### src/rtl/control_sequencer.sv
// Hardwired Moore control unit for the 32-bit bus datapath.
// Sequences fetch/decode/execute and drives every datapath strobe.
module control_sequencer #(
    parameter logic [4:0] ADD_OP = 5'b00011
) (
    input  logic        clock,
    input  logic        clear,
    input  logic [31:0] ir,
    input  logic        conOut,
    input  logic        stop,
    output logic        run,
    output logic        Gra,
    output logic        Grb,
    output logic        Grc,
    output logic        Rin,
    output logic        Rout,
    output logic        BAout,
    output logic        HIin,
    output logic        HIout,
    output logic        LOin,
    output logic        LOout,
    output logic        Zin,
    output logic        Zhighout,
    output logic        Zlowout,
    output logic        Yin,
    output logic        MDRin,
    output logic        MDRout,
    output logic        MARin,
    output logic        PCin,
    output logic        PCout,
    output logic        IRin,
    output logic        IncPC,
    output logic        Cout,
    output logic        R8_RAin,
    output logic        conIn,
    output logic        Out_portIn,
    output logic        InPortout,
    output logic        read,
    output logic        write,
    output logic [4:0]  opcode
);

    localparam logic [3:0] S_RESET = 4'd0;
    localparam logic [3:0] S_T0    = 4'd1;
    localparam logic [3:0] S_T1    = 4'd2;
    localparam logic [3:0] S_T2    = 4'd3;
    localparam logic [3:0] S_T3    = 4'd4;
    localparam logic [3:0] S_T4    = 4'd5;
    localparam logic [3:0] S_T5    = 4'd6;
    localparam logic [3:0] S_T6    = 4'd7;
    localparam logic [3:0] S_T7    = 4'd8;
    localparam logic [3:0] S_PAUSE = 4'd9;
    localparam logic [3:0] S_HALT  = 4'd10;

    localparam logic [27:0] M_GRA   = 28'd1 << 0;
    localparam logic [27:0] M_GRB   = 28'd1 << 1;
    localparam logic [27:0] M_GRC   = 28'd1 << 2;
    localparam logic [27:0] M_RIN   = 28'd1 << 3;
    localparam logic [27:0] M_ROUT  = 28'd1 << 4;
    localparam logic [27:0] M_BAOUT = 28'd1 << 5;
    localparam logic [27:0] M_HIIN  = 28'd1 << 6;
    localparam logic [27:0] M_HIOUT = 28'd1 << 7;
    localparam logic [27:0] M_LOIN  = 28'd1 << 8;
    localparam logic [27:0] M_LOOUT = 28'd1 << 9;
    localparam logic [27:0] M_ZIN   = 28'd1 << 10;
    localparam logic [27:0] M_ZHI   = 28'd1 << 11;
    localparam logic [27:0] M_ZLO   = 28'd1 << 12;
    localparam logic [27:0] M_YIN   = 28'd1 << 13;
    localparam logic [27:0] M_MDRIN = 28'd1 << 14;
    localparam logic [27:0] M_MDROUT = 28'd1 << 15;
    localparam logic [27:0] M_MARIN = 28'd1 << 16;
    localparam logic [27:0] M_PCIN  = 28'd1 << 17;
    localparam logic [27:0] M_PCOUT = 28'd1 << 18;
    localparam logic [27:0] M_IRIN  = 28'd1 << 19;
    localparam logic [27:0] M_INCPC = 28'd1 << 20;
    localparam logic [27:0] M_COUT  = 28'd1 << 21;
    localparam logic [27:0] M_R8    = 28'd1 << 22;
    localparam logic [27:0] M_CONIN = 28'd1 << 23;
    localparam logic [27:0] M_OPIN  = 28'd1 << 24;
    localparam logic [27:0] M_INPO  = 28'd1 << 25;
    localparam logic [27:0] M_READ  = 28'd1 << 26;
    localparam logic [27:0] M_WRITE = 28'd1 << 27;

    logic [3:0]  state_q, state_d;
    logic [3:0]  last_s, t0_s;
    logic [4:0]  op, alu_c;
    logic [27:0] ctl, ctl_g;
    logic        ir_unused;

    logic is_ld, is_ldi, is_st, is_mem, is_r, is_imm, is_md, is_un;
    logic is_br, is_jal, is_jr, is_in, is_out, is_mflo, is_mfhi, is_halt;

    assign op        = ir[31:27];
    assign ir_unused = ^ir[26:0];

    assign is_ld   = (op == 5'd0);
    assign is_ldi  = (op == 5'd1);
    assign is_st   = (op == 5'd2);
    assign is_mem  = is_ld | is_ldi | is_st;
    assign is_r    = (op >= 5'd3) && (op <= 5'd11);
    assign is_imm  = (op >= 5'd12) && (op <= 5'd14);
    assign is_md   = (op == 5'd15) || (op == 5'd16);
    assign is_un   = (op == 5'd17) || (op == 5'd18);
    assign is_br   = (op == 5'd19);
    assign is_jal  = (op == 5'd20);
    assign is_jr   = (op == 5'd21);
    assign is_in   = (op == 5'd22);
    assign is_out  = (op == 5'd23);
    assign is_mflo = (op == 5'd24);
    assign is_mfhi = (op == 5'd25);
    assign is_halt = (op == 5'd27);

    // Instruction boundary honours a pending pause request.
    assign t0_s = stop ? S_PAUSE : S_T0;

    // Final execute step of the current instruction; st idles in T7 so
    // both memory ops share the same 8-cycle length.
    always_comb begin
        last_s = S_T3;
        unique case (1'b1)
            is_ld, is_st:         last_s = S_T7;
            is_md, is_br:         last_s = S_T6;
            is_ldi, is_r, is_imm: last_s = S_T5;
            is_un, is_jal:        last_s = S_T4;
            default:              last_s = S_T3;
        endcase
    end

    // Next-state sequencing; clear wins from any state.
    always_comb begin
        state_d = state_q;
        if (clear) begin
            state_d = S_RESET;
        end else begin
            unique case (state_q)
                S_RESET: state_d = t0_s;
                S_T0:    state_d = S_T1;
                S_T1:    state_d = S_T2;
                S_T2:    state_d = S_T3;
                S_T3, S_T4, S_T5, S_T6, S_T7: begin
                    if (state_q == last_s)
                        state_d = is_halt ? S_HALT : t0_s;
                    else
                        state_d = state_q + 4'd1;
                end
                S_PAUSE: state_d = stop ? S_PAUSE : S_T0;
                S_HALT:  state_d = S_HALT;
                default: state_d = S_RESET;
            endcase
        end
    end

    // State register with synchronous active-high clear.
    always_ff @(posedge clock) begin
        if (clear)
            state_q <= S_RESET;
        else
            state_q <= state_d;
    end

    // Moore strobe decode; the ALU op is presented in the step that loads Z.
    always_comb begin
        ctl   = '0;
        alu_c = '0;
        unique case (state_q)
            S_T0: ctl = M_PCOUT | M_MARIN | M_INCPC;
            S_T1: ctl = M_READ | M_MDRIN;
            S_T2: ctl = M_MDROUT | M_IRIN;
            S_T3: begin
                unique case (1'b1)
                    is_mem:        ctl = M_GRB | M_BAOUT | M_YIN;
                    is_r, is_imm:  ctl = M_GRB | M_ROUT | M_YIN;
                    is_md:         ctl = M_GRA | M_ROUT | M_YIN;
                    is_un: begin
                        ctl   = M_GRB | M_ROUT | M_ZIN;
                        alu_c = op;
                    end
                    is_br:   ctl = M_GRA | M_ROUT | M_CONIN;
                    is_jal:  ctl = M_PCOUT | M_R8;
                    is_jr:   ctl = M_GRA | M_ROUT | M_PCIN;
                    is_in:   ctl = M_INPO | M_GRA | M_RIN;
                    is_out:  ctl = M_GRA | M_ROUT | M_OPIN;
                    is_mflo: ctl = M_LOOUT | M_GRA | M_RIN;
                    is_mfhi: ctl = M_HIOUT | M_GRA | M_RIN;
                    default: ctl = '0;
                endcase
            end
            S_T4: begin
                unique case (1'b1)
                    is_mem: begin
                        ctl   = M_COUT | M_ZIN;
                        alu_c = ADD_OP;
                    end
                    is_r: begin
                        ctl   = M_GRC | M_ROUT | M_ZIN;
                        alu_c = op;
                    end
                    is_imm: begin
                        ctl   = M_COUT | M_ZIN;
                        alu_c = op;
                    end
                    is_md: begin
                        ctl   = M_GRB | M_ROUT | M_ZIN;
                        alu_c = op;
                    end
                    is_un:   ctl = M_ZLO | M_GRA | M_RIN;
                    is_br:   ctl = M_PCOUT | M_YIN;
                    is_jal:  ctl = M_GRA | M_ROUT | M_PCIN;
                    default: ctl = '0;
                endcase
            end
            S_T5: begin
                unique case (1'b1)
                    is_ld, is_st:         ctl = M_ZLO | M_MARIN;
                    is_ldi, is_r, is_imm: ctl = M_ZLO | M_GRA | M_RIN;
                    is_md:                ctl = M_ZLO | M_LOIN;
                    is_br: begin
                        ctl   = M_COUT | M_ZIN;
                        alu_c = ADD_OP;
                    end
                    default: ctl = '0;
                endcase
            end
            S_T6: begin
                unique case (1'b1)
                    is_ld:   ctl = M_READ | M_MDRIN;
                    is_st:   ctl = M_GRA | M_ROUT | M_MDRIN | M_WRITE;
                    is_md:   ctl = M_ZHI | M_HIIN;
                    is_br:   ctl = conOut ? (M_ZLO | M_PCIN) : '0;
                    default: ctl = '0;
                endcase
            end
            S_T7: ctl = is_ld ? (M_MDROUT | M_GRA | M_RIN) : '0;
            default: ctl = '0;
        endcase
    end

    assign ctl_g  = clear ? '0 : ctl;
    assign opcode = clear ? 5'd0 : alu_c;
    assign run    = !clear && (state_q >= S_T0) && (state_q <= S_T7);

    assign Gra        = ctl_g[0];
    assign Grb        = ctl_g[1];
    assign Grc        = ctl_g[2];
    assign Rin        = ctl_g[3];
    assign Rout       = ctl_g[4];
    assign BAout      = ctl_g[5];
    assign HIin       = ctl_g[6];
    assign HIout      = ctl_g[7];
    assign LOin       = ctl_g[8];
    assign LOout      = ctl_g[9];
    assign Zin        = ctl_g[10];
    assign Zhighout   = ctl_g[11];
    assign Zlowout    = ctl_g[12];
    assign Yin        = ctl_g[13];
    assign MDRin      = ctl_g[14];
    assign MDRout     = ctl_g[15];
    assign MARin      = ctl_g[16];
    assign PCin       = ctl_g[17];
    assign PCout      = ctl_g[18];
    assign IRin       = ctl_g[19];
    assign IncPC      = ctl_g[20];
    assign Cout       = ctl_g[21];
    assign R8_RAin    = ctl_g[22];
    assign conIn      = ctl_g[23];
    assign Out_portIn = ctl_g[24];
    assign InPortout  = ctl_g[25];
    assign read       = ctl_g[26];
    assign write      = ctl_g[27];

endmodule

### config.mk
export PLATFORM = sky130hd
export DESIGN_NAME = control_sequencer
export DESIGN_NICKNAME = d
export VERILOG_FILES = /design/src/rtl/control_sequencer.sv
export SDC_FILE = /design/constraint.sdc
export NUM_CORES = 1
export LEC_CHECK = 0
export ABC_AREA = 1
export BUFFER_PORTS_ARGS = -buffer_cell sky130_fd_sc_hd__buf_2
export CAP_MARGIN = 20
export CORE_MARGIN = 2
export CORE_UTILIZATION = 45
export DETAILED_ROUTE_END_ITERATION = 12
export PLACE_DENSITY = 0.91
export SYNTH_ARGS = -nofsm -noshare
export SYNTH_HDL_FRONTEND = slang
export SYNTH_SLANG_ARGS = --single-unit
### constraint.sdc
create_clock -name clock -period 4.24 [get_ports clock]
set_clock_uncertainty 0.15 [all_clocks]
set_input_delay 0.848 -clock clock [delete_from_list [all_inputs] [get_ports clock]]
set_output_delay 0.848 -clock clock [all_outputs]
set_load 0.05 [all_outputs]
# Word level (Yosys, flattened, before mapping)
# Cells that the tools add are included.
[word_totals] ff_bits=4 latchBits=0 ramBits=0 romBits=0 inputBits=36 output_inout_bits=34 elab_cells=71 mem_count=0
[classes] addsub=1 multipliers=0 n_div=0 n_lt_le_gt_ge=6 n_eq_ne=25 shifts=0 mux=18 n_bitwise=2 n_reduce_logical=18
[op_table] op="$pmux 26 s11" n=1
[op_table] op="$pmux 28 s8" n=1
[op_table] op="$pmux 22 s6" n=1
[op_table] op="$pmux 28 s4" n=1
[op_table] op="$pmux 22 s4" n=1
[op_table] op="$eq 5x5->1 const B" n=11
[op_table] op="$mux 28" n=1
[op_table] op="$pmux 4 s6" n=1
[op_table] op="$mux 18" n=1
[op_table] op="$eq 4x3->1 const B" n=4
[op_table] op="$mux 16" n=1
[op_table] op="$pmux 4 s4" n=1
[op_table] op="$pmux 5 s3" n=1
[op_table] op="$eq 4x4->1 const B" n=3
[op_table] op="$mux 4" n=3
[op_table] op="$reduce_or 2->1" n=6
[op_table] op="$le 5x4->1 const B" n=2
[op_table] op="$mux 5" n=2
[op_table] op="$pmux 5 s2" n=1
[op_table] op="$eq 4x2->1 const B" n=2
[op_table] op="$reduce_or 3->1" n=2
[op_table] op="$eq 5x1->1 const B" n=1
[op_table] op="$eq 5x2->1 const B" n=1
[op_table] op="$eq 5x4->1 const B" n=1
[op_table] op="15 further kinds" n=20

# Longest topological paths before layout
# Gate-level depths: netlist of the first run.
[logic_depth] word_depth=7 depth_mapped=13 mapped_depth_nobuf=12

# Least setup slack after synthesis of the first run
# No wires, ideal clock.
[synth_path] kind="input port to output port" start="input port clear" end="output port InPortout" t_arrival_ps=2713 required_ps=3242 setup_slack_ps=529 stages=4 path_buffers=1 path_cell_list="clkbuf_1 nor2_1 inv_1 nor4_1"
[synth_via] elab_chain_cells=1
[synth_lines] item="start: declaration" line_no="7" rtl="input logic clear,"
[synth_lines] item="$mux 28" line_no="238" rtl="assign ctl_g = clear ? '0 : ctl;"
[synth_lines] item="end: declaration" line_no="37" rtl="output logic InPortout,"
# Every way passes these cells.

# Worst setup path after layout of the first run
[layout_path] start="input port ir[27]" end="output port opcode[1]"
[layout_via] elab_chain_cells=6 elab_cells_between_ends=24 cone_classes="4 x order compare; 7 x eq/ne; 5 x mux; 2 x bitwise; 6 x reduce/logical"
[layout_lines] item="start: declaration" line_no="8" rtl="input logic [31:0] ir,"
[layout_lines] item="$ge 5x2->1 (tied with other cells)" line_no="100" rtl="assign is_r = (op >= 5'd3) && (op <= 5'd11);"
[layout_lines] item="$logic_and 1x1->1 (tied with other cells)" line_no="100"
[layout_lines] item="$reduce_or 3->1 (no line) / $or 1x1->1 (equally long branches)"
[layout_lines] item="$pmux 5 s2" line_no="189" rtl="unique case (1'b1)"
[layout_lines] item="$pmux 5 s3 *" line_no="165" rtl="unique case (state_q)"
[layout_lines] item="$mux 5 *" line_no="239" rtl="assign opcode = clear ? 5'd0 : alu_c;"
[layout_lines] item="end: declaration" line_no="40" rtl="output logic [4:0] opcode"
# Mark *: on every way between the ends. The rest lies on a longest branch, timed or not.

==> impl_results.md, run 1 <==
* Worst Tran Pin Value at 0.388 ns
* Synthesized area at 1130 µm²
* RSZ-0062 raised after global routing: no
* CP Launch Point: ir[27]
* Die Y at 54.0 µm
* Top FF cell, synth: dfxtp_1
* DP Worst Slack at 0.818 ns
* Top-area cell type share of the netlist area at 0.133
* R2R Path End: state_q[3]
* Endpoint, Worst Hold: state_q[0]
* Worst EP required at 3.24 ns
* Area leader, netlist: inv_1
* CTS buffer count at 3
* GRT Util Overall at 0.254
* Distinct cells, synth at 32
* Hold Crit Start: state_q[0]
* Number of synthesis warnings at 0
* Max FFs per register at 4
* IO Count at 70
* Area delta synth->final at 22.0%
* Register area at 80.1 µm²
* Post-Route WL at 3.58 mm
* DR vias at ~1600
* Area post-placement at approximately 1400 µm²
* Setup TNS at 0 ns
* Maximum clock insertion buffer count at 2
* CORE AREA at between 2000 and 2500 µm²
* Multi-input logic area at 870 µm²
* Flops & latches, synth at 4
* Synth cell count leaders: inv_1 (40), nor2_1 (40), nand2_1 (33), nand3_1 (17), a21oi_1 (16)
* Leak at around 0.75 nW
* TritonRoute pass-1 iters at 4
* Startpoint Class: primary input
* Maxcap violations at 0
* 1st-iter DRT viols at 57
* FP Rows at 18
* Die width at 54.0 µm
* GRT overflow at 0
* Slew margin rel. at 0.742
* Worst setup path class: primary input to output port
* Wire per inst at ~13 µm
* Post-synth ARST share at 0
* Biggest regs: state_q x4
* Utilization after layout at 0.565
* Post-layout min period at 3.49 ns
* R2R setup slack at 2.21 ns
* Final Instance Area at 1370 µm²
* Critical-path maximum fanout at 8
* Initial Util at 0.463
* Hold_ws at 0.516 ns
* Antenna Cells at 0
* Clock Tree Root: clkbuf_4
* Die area at 2920 µm²
* Fmax at 286 MHz
* Crit end category: output port
* Final Hold Fails at 0
* Gate Count Post-Synth at 213
* Reg2Reg Depth at 8
* Max-slew violation count at 0
* WHS Path Cells at 3
* Inst Count DP at about 280
* Number of enable flip-flop cells after synthesis at 0
* Vias/cell at 5.50
* Hold buffers post-CTS at 0
* Fin crit share at 0.823
* Post-CTS Resized at 0
* H-tree depth at 1
* Buffers on Ports at 42
* Worst r2r src: state_q[0]
* HPWL after DPL at 2.84 mm
* Setup violators final at 0
* Total power at roughly 0.48 mW
* Pin count of the biggest net entering global routing at 21
* Hold WC Path Type: flop to flop
* Post-route ant nets at 0
* Drt drc at 0
* First-pass GRT wire length at ~5.5 mm
* Register area share after synthesis at 0.0711
* Nets at between 200 and 300
* Fill cells at 259
* Final WS setup at 0.749 ns
* Vias in the first global route at 1260
* Peak VDD IR at roughly 0.34 mV
* Outcome: completed
* Clk_lat worst skew at 0.23 ns
* Synth Net Count at 253
* Clock Sinks at 4
* Initial antenna violation count at 0
* Top cells by area, synth: inv_1 (13%), nor2_1 (13%), nand2_1 (11%)
* Largest Register: state_q
* Layout cells sized above 1 at 0.256
* CP Data Arrival Time at 2.49 ns
* Power density over the cells at 349 nW/µm²
* CTS tree: built
* Reg clk slew, reported paths at 0.04 ns
* Post-CTS setup buffers at 0
* Post-synthesis average cell area at 5.29 µm²
* Final non-filler cell total at around 280
* Routability-driven placement congestion ratio at 0.929
## where the power goes
group / total, mW / internal, mW / switching (mW)
sequential: 0.0718 / 0.0520 / 0.0198
clock: 0.0474 / 0.0317 / 0.0157
combinational: 0.360 / 0.102 / 0.259
## critical path, cell delays in order
cell	delay [ns]
buf_2	0.20
nor2_2	0.07
inv_1	0.09
nand4_1	0.25
nor2_1	0.25
a21oi_1	0.13
or2_1	0.23
a31oi_1	0.14
buf_2	0.28
## logic make-up after synthesis
group / synth area share
adders and majority gates: 0.0444
buffers and inverters: 0.157
xor gates and xnor gates: 0.0311
and+or+nand+nor: 0.511
AOI/OAI and AO/OA: 0.186
DFF: 0.0711
## final cells by class
type                       count  share of cell area
sequential                     4              0.0583
tap                           30              0.0273
multi-input combinational    164               0.633
inverter                      41               0.112
timing repair buffer          42               0.153
clock buffer                   3              0.0164
## cell usage in the layout (no fill, tap or decap), types with 4 or more instances in the layout
master   instances
a21oi_1         16
buf_2           42
dfxtp_1          4
ha_1             4
inv_1           40
nand2_1         33
nand3_1         17
nand4_1          5
nor2_1          40
nor2_2           4
nor3_1          10
o21ai_0          6
xor2_1           4
## per-layer routing
metal  up-vias  part of all wire  routed length [µm]  global-route usage
li1        770                 -                   -                   -
met1       709              0.43                1550               0.340
met2        80              0.47                1700               0.429
met3         4             0.087                 311              0.0333
met4         0            0.0056                  20              0.0583
met5         -                 0                   0                   0
## worst max-delay path by stage
stage                      to
global route            PCout
finish              opcode[1]
global placement    opcode[1]
floorplan           InPortout
CTS                 opcode[1]
detailed placement  opcode[1]
No activity file was read; power rests on OpenSTA's default activity.
==> inputs of run 2 (changes only) <==
Settings changed: ABC_AREA 1 to 0, CORE_UTILIZATION 45 to 41, PLACE_DENSITY 0.91 to 0.84.
Clock period 4.24 ns to 2.8 ns, I/O delays scaled along.
==> impl_results.md, run 2 <==
* Multi-input logic area at 1400 µm² (was 870 µm²)
* Failing checks: negative setup slack
* Top cells by area, synth: nor2_1 (6.9%), a21oi_1 (6.5%), o21ai_0 (6.5%) (was inv_1 (13%), nor2_1 (13%), nand2_1 (11%))
* Vias in the first global route at 1578 (was 1260)
* Number of synthesis warnings at 0 (unchanged)
* Slew margin rel. at 0.746 (was 0.742)
* Die width at 60.4 µm (was 54.0 µm)
* Total power at 1.44 mW (was 0.480 mW)
* Maxcap violations at 0 (unchanged)
* Peak VDD IR at 0.506 mV (was 0.338 mV)
* Met3 wire length at 421 µm (was 311 µm)
* DR vias at 2018 (was 1563)
* Startpoint Class: flop (was primary input)
* Inst Count DP at 316 (was 281)
* Utilization after layout at 0.751 (was 0.565)
* CTS tree: built (unchanged)
* Pin count of the biggest net entering global routing at 21 (unchanged)
* FP Rows at 20 (was 18)
* Met1 WL at 2.16 mm (was 1.55 mm)
* Initial antenna violation count at 0 (unchanged)
* H-tree depth at 1 (unchanged)
* HPWL after DPL at 3.65 mm (was 2.84 mm)
* Top layer in use: met4 (unchanged)
* Post-synthesis average cell area at 6.04 µm² (was 5.29 µm²)
* Top-area cell type share of the netlist area at 0.0691 (was 0.133)
* Crit end category: output port (unchanged)
* Number of enable flip-flop cells after synthesis at 0 (unchanged)
* Layout cells sized above 1 at 0.518 (was 0.256)
* Max FFs per register at 4 (unchanged)
* Hold WC Path Type: flop to flop (unchanged)
* Hold_ws at 0.490 ns (was 0.516 ns)
* Final Hold Fails at 0 (unchanged)
* Synth cell count leaders: nor2_1 (24), nand2_1 (21), a21oi_1 (17), o21ai_0 (17), clkbuf_1 (16) (was inv_1 (40), nor2_1 (40), nand2_1 (33), nand3_1 (17), a21oi_1 (16))
* Most common cell after layout, fill and taps aside: buf_4 (was buf_2)
* Register area share after synthesis at 0.0614 (was 0.0711)
* Worst setup path class: flop to output port (was primary input to output port)
* CP Data Arrival Time at 2.11 ns (was 2.49 ns)
* Die area at 3650 µm² (was 2920 µm²)
* TritonRoute pass-1 iters at 5 (was 4)
* Buffers on Ports at 42 (unchanged)
* Metal2 WL at 2.60 mm (was 1.70 mm)
* Maximum clock insertion buffer count at 2 (unchanged)
* Most frequent cell after synthesis: nor2_1
* Fin crit share at 1.01
* CTS buffer count at 3 (unchanged)
* First-pass GRT wire length at 7.18 mm (was 5.53 mm)
* Drt drc at 0 (unchanged)
* 1st-iter DRT viols at 205 (was 57)
* Clock Sinks at 4 (unchanged)
* Area leader, netlist: nor2_1 (was inv_1)
* Distinct cells, synth at 52 (was 32)
* Fmax at 355 MHz
* Largest Register: state_q (unchanged)
* Vias/cell at 6.15 (was 5.50)
* Die Y at 60.4 µm (was 54.0 µm)
* Nets at 325 (was 296)
* Post-Route WL at 5.38 mm (was 3.58 mm)
* GRT Util Overall at 0.255 (was 0.254)
* Most frequent cells in the layout: buf_4 (41), buf_2 (26), nand2_1 (20) (was buf_2 (42), inv_1 (40), nor2_1 (40))
* Leak at 0.909 nW (was 0.748 nW)
* Biggest regs: state_q x4 (unchanged)
* Antenna Cells at 0 (unchanged)
* Post-route ant nets at 0 (unchanged)
* Top FF cell, synth: dfxtp_1 (unchanged)
* Flops & latches, synth at 4 (unchanged)
* Gate Count Post-Synth at 216 (was 213)
* RSZ-0062 raised after global routing: yes (was no)
* Post-synth ARST share at 0 (unchanged)
* Routability-driven placement congestion ratio at 0.932 (was 0.929)
* Clock Tree Root: clkbuf_4 (unchanged)
* Final non-filler cell total at 328 (was 284)
* Critical-path maximum fanout at 7 (was 8)
* Worst Tran Pin Value at 0.379 ns (was 0.388 ns)
* Clk_lat worst skew at 0.23 ns (about the same)
* Area delta synth->final at 74.4% (was 22.0%)
* Max-slew violation count at 0 (unchanged)
* Initial Util at 0.431 (was 0.463)
* Setup violators final at 2 (was 0)
* Register area at 86.3 µm² (was 80.1 µm²)
* Post-layout min period at 2.82 ns
* Power density over the cells at 634 nW/µm² (was 349 nW/µm²)
* Synth Net Count at 256 (was 253)
* DP Worst Slack at -0.114 ns (was 0.818 ns)
* Worst EP required at 2.09 ns (was 3.24 ns)
* Final WS setup at -0.0194 ns (was 0.749 ns)
* Fill cells at 197 (was 259)
* Reg clk slew, reported paths at 0.04 ns (about the same)
* GRT overflow at 0 (unchanged)
* Wire per inst at 16.4 µm (was 12.6 µm)
* Synthesized area at 1300 µm² (was 1130 µm²)
* CORE AREA at 3030 µm² (was 2430 µm²)
* Outcome: finished with violations (was completed)
* IO Count at 70 (unchanged)
## run 2: cell types whose count changed in the layout (fill, tap and decap cells not counted), moves of 13 or more
cell	delta
inv_1	-35
nor2_1	-24
buf_6	+13
buf_4	+41
nand2_1	-13
buf_2	-16
## run 2: logic make-up after synthesis
family,count (synthesis),synth area share
compound gates,63,0.314
buf+inv,29,0.101
xor+xnor,2,0.0134
mux,3,0.0269
flops,4,0.0614
fa+ha+maj,4,0.0384
simple gates,111,0.445
## run 2: metrics by stage
| stage | cell area, µm² | setup TNS (ns) |
|---|---|---|
| 2_1_floorplan | 1530 | -0.193 |
| 3_3_place_gp | 1950 | -0.194 |
| 3_5_place_dp | 1950 | -0.259 |
| 4_1_cts | 2040 | -0.0685 |
| 5_1_grt | 2270 | -0.598 |
| 6_report | 2270 | -0.0290 |
## run 2: power by group
group          switching, mW  leakage, nW  internal, mW  total [mW]
registers             0.0276       0.0343        0.0860       0.114
logic                  0.712        0.860         0.539        1.25
clock network         0.0229       0.0150        0.0534      0.0763
## run 2: final cells by class
type | instances | share of cell area
Clock buffer | 4 | 0.0116
Multi-Input combinational cell | 183 | 0.615
Inverter | 7 | 0.0138
Sequential cell | 4 | 0.0380
Timing Repair Buffer | 86 | 0.298
Tap cell | 44 | 0.0242
## run 2: repair_timing
item	4_1_cts	5_1_grt
hold buffers	0	0
pin swaps	4	9
endpoints found under the setup margin	23	27
buffers inserted	2	3
gates resized for setup	19	39
gates cloned	0	3
## run 2: final timing paths
path,to,from,slack (ns),depth (start not counted)
worst max-delay path,opcode[1],state_q[0],-0.02,10
worst min-delay path,state_q[0],state_q[0],0.49,2
worst max register to register,state_q[2],state_q[0],0.84,9
worst min register to register,state_q[0],state_q[0],0.49,2
## run 2: layer usage
| metal | global-route usage | vias up |
|---|---|---|
| met3 | 0.0149 | 23 |
| met5 | 0 | - |
| met1 | 0.369 | 924 |
| li1 | - | 922 |
| met2 | 0.396 | 149 |
| met4 | 0.102 | 0 |
## run 2: worst max-delay path, stage by stage, from the launching register on
cell and delay [ns]:
dfxtp_4 0.36, inv_4 0.06, ha_4 0.14, buf_6 0.13, mux2i_1 0.09, nor3_1 0.29, a222oi_1 0.16, buf_4 0.18
o21a_1 0.17, nor2_2 0.11, buf_6 0.17
==> inputs of run 3 (changes only) <==
Settings changed: ABC_CLOCK_PERIOD_IN_PS set to 2800, RECOVER_POWER set to 100.
==> impl_results.md, run 3 (synthesized netlist as in run 2, its figures left out) <==
* Outcome: finished with violations (unchanged)
* Failing checks: negative setup slack (unchanged)
* Hold WC Path Type: flop to flop (unchanged)
* Vias in the first global route at 1578 (unchanged)
* Clock Sinks at 4 (unchanged)
* Stages on worst setup path at 10 (unchanged)
* Pin count of the biggest net entering global routing at 21 (unchanged)
* Clk_lat worst skew at 0.23 ns (about the same)
* Final Hold Fails at 0 (unchanged)
* Die width at 60.4 µm (unchanged)
* Slew margin rel. at 0.721 (was 0.746)
* Utilization after layout at 0.750 (was 0.751)
* Endpoint, Worst Hold: state_q[0] (unchanged)
* GRT overflow at 0 (unchanged)
* R2R setup slack at 0.84 ns (about the same)
* Initial antenna violation count at 0 (unchanged)
* Worst r2r src: state_q[0] (unchanged)
* Clock Tree Root: clkbuf_4 (unchanged)
* Routability-driven placement congestion ratio at 0.932 (unchanged)
* Worst Tran Pin Value at 0.416 ns (was 0.379 ns)
* Nets at 325 (unchanged)
* Crit path top cell by count: buf_6 (unchanged)
* WHS Path Cells at 2 (unchanged)
* DP Worst Slack at -0.114 ns (unchanged)
* CTS buffer count at 3 (unchanged)
* Largest Register: state_q (unchanged)
* DR vias at 1994 (was 2018)
* Buffers on Ports at 42 (unchanged)
* Biggest regs: state_q x4 (unchanged)
* Max-slew violation count at 0 (unchanged)
* Crit path max-delay family: buffers and inverters (unchanged)
* Leak at 0.905 nW (was 0.909 nW)
* First-pass GRT wire length at 7.18 mm (unchanged)
* Total power at 1.44 mW (about the same)
* Final non-filler cell total at 328 (unchanged)
* Post-route ant nets at 0 (unchanged)
* CORE AREA at 3030 µm² (unchanged)
* 1st-iter DRT viols at 189 (was 205)
* CTS tree: built (unchanged)
* Maxcap violations at 0 (unchanged)
* Post-Route WL at 5.39 mm (was 5.38 mm)
* R2R Path End: state_q[2] (unchanged)
* Post-layout min period at 2.89 ns (was 2.82 ns)
* Die area at 3650 µm² (unchanged)
* Final Instance Area at 2270 µm² (about the same)
* Die Y at 60.4 µm (unchanged)
* IO Count at 70 (unchanged)
* GRT Util Overall at 0.255 (unchanged)
* Area delta synth->final at 74.1% (was 74.4%)
* Area post-placement at 1950 µm² (unchanged)
* Most common cell after layout, fill and taps aside: buf_4 (unchanged)
* Fmax at 346 MHz (was 355 MHz)
* Maximum clock insertion buffer count at 2 (unchanged)
* H-tree depth at 1 (unchanged)
* Antenna Cells at 0 (unchanged)
* Initial Util at 0.431 (unchanged)
* Layout cells sized above 1 at 0.514 (was 0.518)
* Vias/cell at 6.08 (was 6.15)
* Hold buffers post-CTS at 0 (unchanged)
* Critical-path maximum fanout at 7 (unchanged)
* Fin crit share at 1.03 (was 1.01)
* Power density over the cells at 636 nW/µm² (was 634 nW/µm²)
* Max stage delay on crit path at 0.36 ns (about the same)
* FP Rows at 20 (unchanged)
* RSZ-0062 raised after global routing: yes (unchanged)
* Startpoint Class: flop (unchanged)
* Setup violators final at 5 (was 2)
* Worst setup path class: flop to output port (unchanged)
* Max FFs per register at 4 (unchanged)
* Most frequent cells in the layout: buf_4 (40), buf_2 (26), nand2_1 (20) (was buf_4 (41), buf_2 (26), nand2_1 (20))
* Final WS setup at -0.0867 ns (was -0.0194 ns)
* HPWL after DPL at 3.65 mm (unchanged)
* Peak VDD IR at 0.506 mV (about the same)
* Worst EP required at 2.09 ns (about the same)
* TritonRoute pass-1 iters at 7 (was 5)
* CP cell instances: inv_4, ha_4, buf_6, mux2i_1, nor3_1, a222oi_1, buf_4, o21a_1, nor2_2, buf_6 (unchanged)
* Reg clk slew, reported paths at 0.04 ns (about the same)
* Drt drc at 0 (unchanged)
* CP Launch Point: state_q[0] (unchanged)
* Inst Count DP at 316 (unchanged)
* Worst path buffer plus inverter count at 4 (unchanged)
* Slowest cell on the critical path: dfxtp_4 (unchanged)
* Crit end category: output port (unchanged)
* Reg2Reg Depth at 9 (unchanged)
* CP Data Arrival Time at 2.18 ns (was 2.11 ns)
* Hold Crit Start: state_q[0] (unchanged)
* Wire per inst at 16.4 µm (about the same)
==> run 3: cell types whose count changed in the layout (fill, tap and decap cells not counted) <==
cell and change:
clkbuf_1 +1, buf_4 -1
==> run 3: how the worst max path moves through the flow <==
stage,to,slack (ns)
finish,opcode[1],-0.09
global route,opcode[1],-0.15
CTS,Gra,-0.03
detailed placement,Gra,-0.11
global placement,Gra,-0.10
floorplan,Zhighout,-0.11
==> run 3: final cells by class <==
cell class                      instances  area, µm²
Clock buffer                            4       26.3
Sequential cell                         4       86.3
Inverter                                7       31.3
Tap cell                               44       55.1
Fill cell                             197        758
Multi-Input combinational cell        183       1400
Timing Repair Buffer                   86        673
==> run 3: repair_timing <==
item,4_1_cts,5_1_grt
gates cloned,0,3
setup buffers,2,3
gates resized for setup,19,39
endpoints found under the setup margin,23,27
pin swaps,4,9
==> run 3: worst min-delay path: cells and delay by family, from the launching register on <==
kind / cells / cell delay [ns]
compound gates: 1 / 0.06
flops: 1 / 0.38
mux: 1 / 0.15
==> run 3: routing by layer <==
metal	routed length, µm	track usage	up-vias
li1	-	-	922
met1	2200	0.369	911
met2	2620	0.396	138
met3	392	0.0149	23
met4	180	0.102	0
met5	0	0	-
==> run 3: per-stage QoR <==
step	setup TNS, ns	hold slack (ns)
after CTS	-0.0685	0.471
after detailed placement	-0.259	0.492
final	-0.206	0.492
after floorplan	-0.193	0.456
after global placement	-0.194	0.483
after global routing	-0.598	0.517
==> run 3: report_power, final <==
| group | switching, mW | internal [mW] |
|---|---|---|
| Sequential | 0.0274 | 0.0860 |
| Clock | 0.0229 | 0.0534 |
| Combinational | 0.714 | 0.539 |
| Total | 0.764 | 0.678 |
